[src/rtl/huff_bit_packer.sv]
// Packs right-aligned variable-length codewords MSB-first into OUT_W-bit words.
// A flush drains the residual bits as a zero-padded word flagged out_last.
module huff_bit_packer #(
  parameter int IN_W  = 13,
  parameter int OUT_W = 16,
  parameter int CNT_W = 24
) (
  input  logic             clk,
  input  logic             rst,
  input  logic             in_valid,
  output logic             in_ready,
  input  logic [IN_W-1:0]  data_in,
  input  logic [4:0]       bits_in,
  input  logic             flush_in,
  output logic             out_valid,
  input  logic             out_ready,
  output logic [OUT_W-1:0] out_data,
  output logic [4:0]       out_nbits,
  output logic             out_last,
  output logic             flush_done,
  output logic [CNT_W-1:0] bit_count
);
  localparam int ACC_W = 2 * OUT_W;
  localparam int FW    = $clog2(ACC_W + 1);
  localparam logic [FW-1:0] OUT_F   = FW'(OUT_W);
  localparam logic [FW-1:0] ACC_F   = FW'(ACC_W);
  localparam logic [FW-1:0] RDY_MAX = FW'(ACC_W - IN_W);
  localparam logic [4:0]    IN_B    = 5'(IN_W);

  typedef enum logic [1:0] {RUN, FLUSH, DONE} state_e;

  state_e             state_q, state_d;
  logic [ACC_W-1:0]   acc_q, acc_d;
  logic [FW-1:0]      fill_q, fill_d;
  logic [CNT_W-1:0]   cnt_q, cnt_d;

  logic [4:0]         bits_eff;
  logic [ACC_W-1:0]   mask, data_al, acc_pop;
  logic [FW-1:0]      fill_pop;
  logic               push, pop, last_pop;

  // Handshake and word outputs depend only on registered state and fill.
  always_comb begin
    in_ready = (state_q == RUN) && (fill_q <= RDY_MAX);
    case (state_q)
      RUN:     out_valid = (fill_q >= OUT_F);
      FLUSH:   out_valid = (fill_q != '0);
      default: out_valid = 1'b0;
    endcase
    out_last   = (state_q == FLUSH) && out_valid && (fill_q <= OUT_F);
    out_data   = out_valid ? acc_q[ACC_W-1 -: OUT_W] : '0;
    out_nbits  = !out_valid ? 5'd0 : (out_last ? 5'(fill_q) : 5'(OUT_W));
    flush_done = (state_q == DONE);
    bit_count  = cnt_q;
  end

  always_comb begin
    bits_eff = (bits_in > IN_B) ? IN_B : bits_in;
    mask     = (ACC_W'(1) << bits_eff) - ACC_W'(1);
    data_al  = (ACC_W'(data_in) & mask) << (ACC_F - FW'(bits_eff));
    push     = in_valid && in_ready;
    pop      = out_valid && out_ready;
    last_pop = pop && out_last;

    // Pop happens before append so a same-cycle codeword lands after the shift.
    acc_pop  = pop ? (acc_q << OUT_W) : acc_q;
    fill_pop = pop ? (fill_q - OUT_F) : fill_q;
    acc_d    = acc_pop | (push ? (data_al >> fill_pop) : '0);
    fill_d   = fill_pop + (push ? FW'(bits_eff) : '0);
    cnt_d    = cnt_q + (push ? CNT_W'(bits_eff) : '0);
    state_d  = state_q;

    case (state_q)
      RUN: begin
        if (flush_in && in_ready) begin
          state_d = (fill_d == '0) ? DONE : FLUSH;
        end
      end
      FLUSH: begin
        if (last_pop) begin
          state_d = DONE;
          acc_d   = '0;
          fill_d  = '0;
        end
      end
      default: begin
        state_d = RUN;
        acc_d   = '0;
        fill_d  = '0;
        cnt_d   = '0;
      end
    endcase
  end

  always_ff @(posedge clk or posedge rst) begin
    if (rst) begin
      state_q <= RUN;
      acc_q   <= '0;
      fill_q  <= '0;
      cnt_q   <= '0;
    end else begin
      state_q <= state_d;
      acc_q   <= acc_d;
      fill_q  <= fill_d;
      cnt_q   <= cnt_d;
    end
  end

endmodule

[config.mk]
export PLATFORM = sky130hd
export DESIGN_NAME = huff_bit_packer
export DESIGN_NICKNAME = d
export VERILOG_FILES = /design/src/rtl/huff_bit_packer.sv
export SDC_FILE = /design/constraint.sdc
export NUM_CORES = 1
export LEC_CHECK = 0
export ABC_AREA = 1
export CAP_MARGIN = 30
export CORE_MARGIN = 8
export CORE_UTILIZATION = 63
export DETAILED_ROUTE_END_ITERATION = 10
export HOLD_SLACK_MARGIN = 0.05
export PLACE_DENSITY_LB_ADDON = 0.2
export RECOVER_POWER = 50
export SYNTH_ARGS = -nofsm -noshare
export SYNTH_HDL_FRONTEND = slang
export SYNTH_SLANG_ARGS = --single-unit
[constraint.sdc]
create_clock -name clk -period 9.4 [get_ports clk]
set_input_delay 1.88 -clock clk [delete_from_list [all_inputs] [get_ports clk]]
set_output_delay 1.88 -clock clk [all_outputs]
set_load 0.03 [all_outputs]
## Word level (Yosys, flattened, before mapping)

Cells that the tools add are included.

| word-level totals | value |
|---|---|
| bits in registers | 64 |
| input bits | 23 |
| output and inout port bits | 49 |
| word-level logic and storage cells | 53 |

| operators by class | value |
|---|---|
| add/sub/neg operators | 5 |
| $lt $le $gt $ge | 4 |
| eq/ne operators | 4 |
| shift-type cells | 3 |
| muxes and demuxes | 19 |
| bitwise operators | 2 |
| reduce and logical (&&, ||, !) cells | 12 |

Operators by type and width:

| kind | number |
|---|---|
| $mux W32 | 3 |
| $pmux W32 S2 | 1 |
| $and A13 B32 Y32 | 1 |
| $or A32 B32 Y32 | 1 |
| $shl A1 B5 Y32 const A | 1 |
| $shl A32 B6 Y32 | 1 |
| $shr A32 B6 Y32 | 1 |
| $sub A32 B2 Y32 const B | 1 |
| $mux W5 | 5 |
| $add A24 B5 Y24 | 1 |
| $mux W24 | 1 |
| $mux W16 | 1 |
| $le A6 B5 Y1 const B | 2 |
| $mux W6 | 2 |
| $pmux W6 S2 | 1 |
| $logic_and A1 B1 Y1 | 7 |
| $add A6 B5 Y6 | 1 |
| $ge A6 B5 Y1 const B | 1 |
| $logic_not A6 Y1 | 1 |
| $mux W2 | 3 |
| $reduce_bool A6 Y1 | 1 |
| $sub A6 B5 Y6 const A | 1 |
| $sub A6 B5 Y6 const B | 1 |
| $gt A5 B4 Y1 const B | 1 |
| other kinds (9) | 9 |

## Logic depth before layout (Yosys ltp)

| logic depth | value |
|---|---|
| depth in word-level cells | 11 |
| depth in mapped cells | 30 |
| depth with buffers taken out | 29 |

## Worst setup path before layout

No wires, ideal clock.

| timing | value |
|---|---|
| path type | input-to-reg |
| start | input bits_in[2] |
| end | register acc_q[3] |
| arrival time | 4.802 ns |
| required time | 9.322 ns |
| slack | 4.519 ns |
| stages on the path | 26 |
| buffers on the path | 2 |
| cell sequence | inv_1 o21ai_1 nor2_1 buf_2 ha_1 nand2_2 inv_2 nand2_2 buf_4 ha_1 or2_0 a21boi_2 nand2_1 nand3_2 nand2_2 nor2_2 nand2_1 a21oi_1 nand3_1 nand3_1 nand2_1 nand2_1 nand3_1 a21oi_1 nand2_1 a21oi_1 |

| on the way | value |
|---|---|
| longest elaborated chain between the ends | 11 |
| elaborated cells between the ends (all ways) | 12 |
| classes of those cells | 2 x add/sub; 1 x order compare; 3 x shift; 4 x mux; 2 x bitwise |

Ends and longest elaborated chain:

| what | line | text |
|---|---|---|
| start: declaration | 13 | `input logic [4:0] bits_in,` |
| $gt A5 B4 Y1 | 58 | `bits_eff = (bits_in > IN_B) ? IN_B : bits_in;` |
| $mux W5 (*) | 58 |  |
| $shl A1 B5 Y32 | 59 | `mask = (ACC_W'(1) << bits_eff) - ACC_W'(1);` |
| $sub A32 B2 Y32 | 59 |  |
| $and A13 B32 Y32 | 60 | `data_al = (ACC_W'(data_in) & mask) << (ACC_F - FW'(bits_eff));` |
| $shl A32 B6 Y32 (*) | 60 |  |
| $shr A32 B6 Y32 (*) | 68 | `acc_d = acc_pop \| (push ? (data_al >> fill_pop) : '0);` |
| $mux W32 (*) | 68 |  |
| $or A32 B32 Y32 (*) | 68 |  |
| $mux W32 | 80 | `if (last_pop) begin` |
| $pmux W32 S2 (*) | 73 | `case (state_q)` |
| net acc_d[3] | 33 | `logic [ACC_W-1:0] acc_q, acc_d;` |
| end signal: assignment | 98 | `acc_q <= '0;` |
| end signal: assignment | 103 | `acc_q <= acc_d;` |
| end: declaration | 33 |  |

The timed path passes the listed nets; every way through them passes the cells marked *.
A chain may end at the register's enable or synchronous reset.

## Worst setup path after layout

| timing | value |
|---|---|
| start | input bits_in[4] |
| end | register acc_q[1] |

Same word-level chain as after synthesis.

==> flow_summary_export.csv <==
group,metric,value,unit
outcome,status,"complete, but fails checks",
outcome,violations,"max-capacitance violations, max-slew violations",
finish,final_cells,1225,
clock_network,cts_resized,0,
grt,grt_max_degree,65,
grt,grt-ovfl-total,0,
routing,wl_per_cell,16.5,um
floorplan,fp.dieW,117,um
timing,setup_ws,2950,ps
synthesis,synth_area,6430,um^2
floorplan,start_util,63.4,%
critical_path,r2r_cells,24,
place,dp_hpwl,15200,um
place,portBuffers,71,
synthesis,synth.avg_cell_area,6.14,um^2
timing,setup_tns,0,ps
critical_path,cpMostUsedCell,"nand2_1",
timing,maxSlewHeadroom,-128,%
critical_path,crit_fanout,24,
finish,final_common_cell,"nand3_1",
finish,final_cell_mix,"272 x nand3_1, 239 x nand2_1, 93 x nor2_1, 79 x inv_1, 64 x dfrtp_1",
timing,rsz0062_at_grt,"no",
timing,setup_viol,0,
routing,wirelength,20200,um
critical_path,max_stage_delay,760,ps
critical_path,rrSetupSlack,4390,ps
clock_network,cts_buffer_depth,2,
clock_network,cts-buffers-inserted,9,
timing,maxSlewViolCount,65,
finish,n_antenna_cell,0,
grt,grt_pass1_vias,7008,
clock_network,cts.clk_slew.worst_paths,80,ps
clock_network,postCtsSetupBuffers,0,
place,dp_cells,1209,
finish,nets,1128,
routing,firstDrtPassIters,5,
place,gp_congestion,1.00,
finish,final_area,7330,um^2
floorplan,coreArea,10100,um^2
clock_network,ctsHoldBuffers,0,
floorplan,io_pins,72,
finish,multi_input_area,4250,um^2
synthesis,ys_ff_latch,64,
grt,antenna_found_initial,0,
min_path,holdPathStages,1,
routing,drcViolationCount,0,
finish,layout-drive-gt1-share,7.07,%
synthesis,ys_types,45,
power,leakagePower,3.62,nW
finish,regArea,1600,um^2
synthesis,synthTopCellsByArea,"dfrtp_1 25%, nand3_1 21%, nand2_1 14%, nor2_1 5.4%, inv_1 4.7%",
floorplan,num_rows,37,
clock_network,root_buffer,"clkbuf_8",
clock_network,htreeDepth,3,
critical_path,worstPathCellList,"clkdlybuf4s50_1, inv_2, o21ai_0, nor2_1, clkbuf_1, inv_2, ha_1, inv_1, o211ai_1, nand3_1, nand2_1, nand2_2, nand3_1, nand2_1, nand2_1, nand2_2, nand3_2, nand2_2, nand2_1, nand3_1, nand2_1, a21oi_2",
timing,worst_clock_skew,6.84,ps
timing,fin_crit_sh,68.7,%
clock_network,cts_tree,"yes",
critical_path,slowest_stage,"ha_1",
timing,fin_crit,6450,ps
timing,holdWs,475,ps
synthesis,yosys.area.top_type,"dfrtp_1",
timing,tightest_slew,3410,ps
power,irDropWorstVdd,0.250,mV
grt,grt_use_total,30.6,%
routing,viasPerCell,6.18,
power,total_power,2.12,mW
routing,drt_iter0_drc,956,
grt,grt_pass1_wl,33400,um
finish,syn2layout_area_growth,14.0,%
floorplan,dieArea,13700,um^2
critical_path,endpoint_kind,"flop",
finish,final_util,72.3,%
critical_path,cp-start-kind,"primary input",
clock_network,cts_sinks,64,
place,dpl_cell_area,7130,um^2
clock_network,clock_latency,350,ps
critical_path,crit_type,"in -> reg",
synthesis,synth_edf_count,0,
power,power.density,289,nW/um^2
synthesis,synth_top_area_share,24.9,%
routing,ant_nets,0,
timing,fmax,155,MHz
critical_path,cp.arrival,6690,ps
place,pre_cts_ws,3320,ps
flow_run,cap_violations,1,
timing,hold_violations,0,
critical_path,required,9640,ps
routing,vias,7568,
synthesis,ys_warn_count,0,
min_path,hold_class,"reg -> reg",
finish,fillers,914,
synthesis,syn_inst,1047,
synthesis,synth_flop_cell,"dfrtp_1",
synthesis,synthArstFlopShare,100,%
floorplan,dieHeight,117,um
synthesis,synth_seq_area_share,24.9,%
==> cells in the mapped netlist, types with 11 or more instances <==
| library cell | instances |
|---|---|
| nand2_1 | 239 |
| dfrtp_1 | 64 |
| nor2_1 | 93 |
| nand4_1 | 44 |
| nand3_1 | 272 |
| nand2_2 | 16 |
| nand3_2 | 11 |
| inv_1 | 80 |
| clkbuf_1 | 19 |
| ha_1 | 19 |
| buf_2 | 22 |
| o21ai_0 | 30 |
| nor3_1 | 11 |
| a21oi_1 | 46 |
==> flip-flops by register name, summed over array words and instances (netlist names) <==
register   cells
state_q        2
bit_count     24
fill_q         6
acc_q         32
==> critical path: cells and delay by family <==
kind | cells | cell delay [ps]
buffers and inverters | 5 | 2190
AND/OR/NAND/NOR | 13 | 1390
adder cells (fa/ha/maj) | 1 | 760
AO/OA/AOI/OAI | 3 | 480
==> layer usage <==
layer  GRT usage [%]  vias up  share of wire, %
met3            5.59       81               7.4
li1                -     3635                 -
met1            40.2     3456                43
met4            15.3        0               4.4
met2            47.5      396                45
met5               0        -                 0
==> cell type report <==
type | count | area share, %
inverter | 90 | 4.61
clock inverter | 6 | 0.939
sequential | 64 | 21.8
clock buffer | 10 | 1.88
tap | 136 | 2.32
multi-input combinational | 841 | 58.0
timing repair buffer | 78 | 10.4
==> worst paths after layout <==
path | from | end
max | bits_in[4] | acc_q[1]
min | bit_count[23] | bit_count[23]
max reg2reg | fill_q[0] | bit_count[23]
min reg2reg | bit_count[23] | bit_count[23]
max in group asynchronous | rst | bit_count[2]
min in group asynchronous | rst | bit_count[22]
==> kinds of logic (layout without fill, tap and decap cells) <==
family                   Yosys count  count (layout)  synth area share (%)
buffers and inverters            143             184                  9.06
other                              1               2                0.0583
AO/OA/AOI/OAI                    109             109                  9.67
AND/OR/NAND/NOR                  704             704                  51.3
XOR/XNOR                           5               5                 0.681
flip-flops                        64              64                  24.9
adder cells (fa/ha/maj)           21              21                  4.32
==> report_power, final <==
| group | total [mW] | internal, mW | switching [mW] | leakage [nW] |
|---|---|---|---|---|
| registers | 0.456 | 0.377 | 0.0791 | 0.849 |
| clock network | 0.246 | 0.130 | 0.116 | 0.0907 |
| logic | 1.42 | 0.456 | 0.962 | 2.68 |
| total | 2.12 | 0.962 | 1.16 | 3.62 |
No activity file was read; power rests on OpenSTA's default activity.
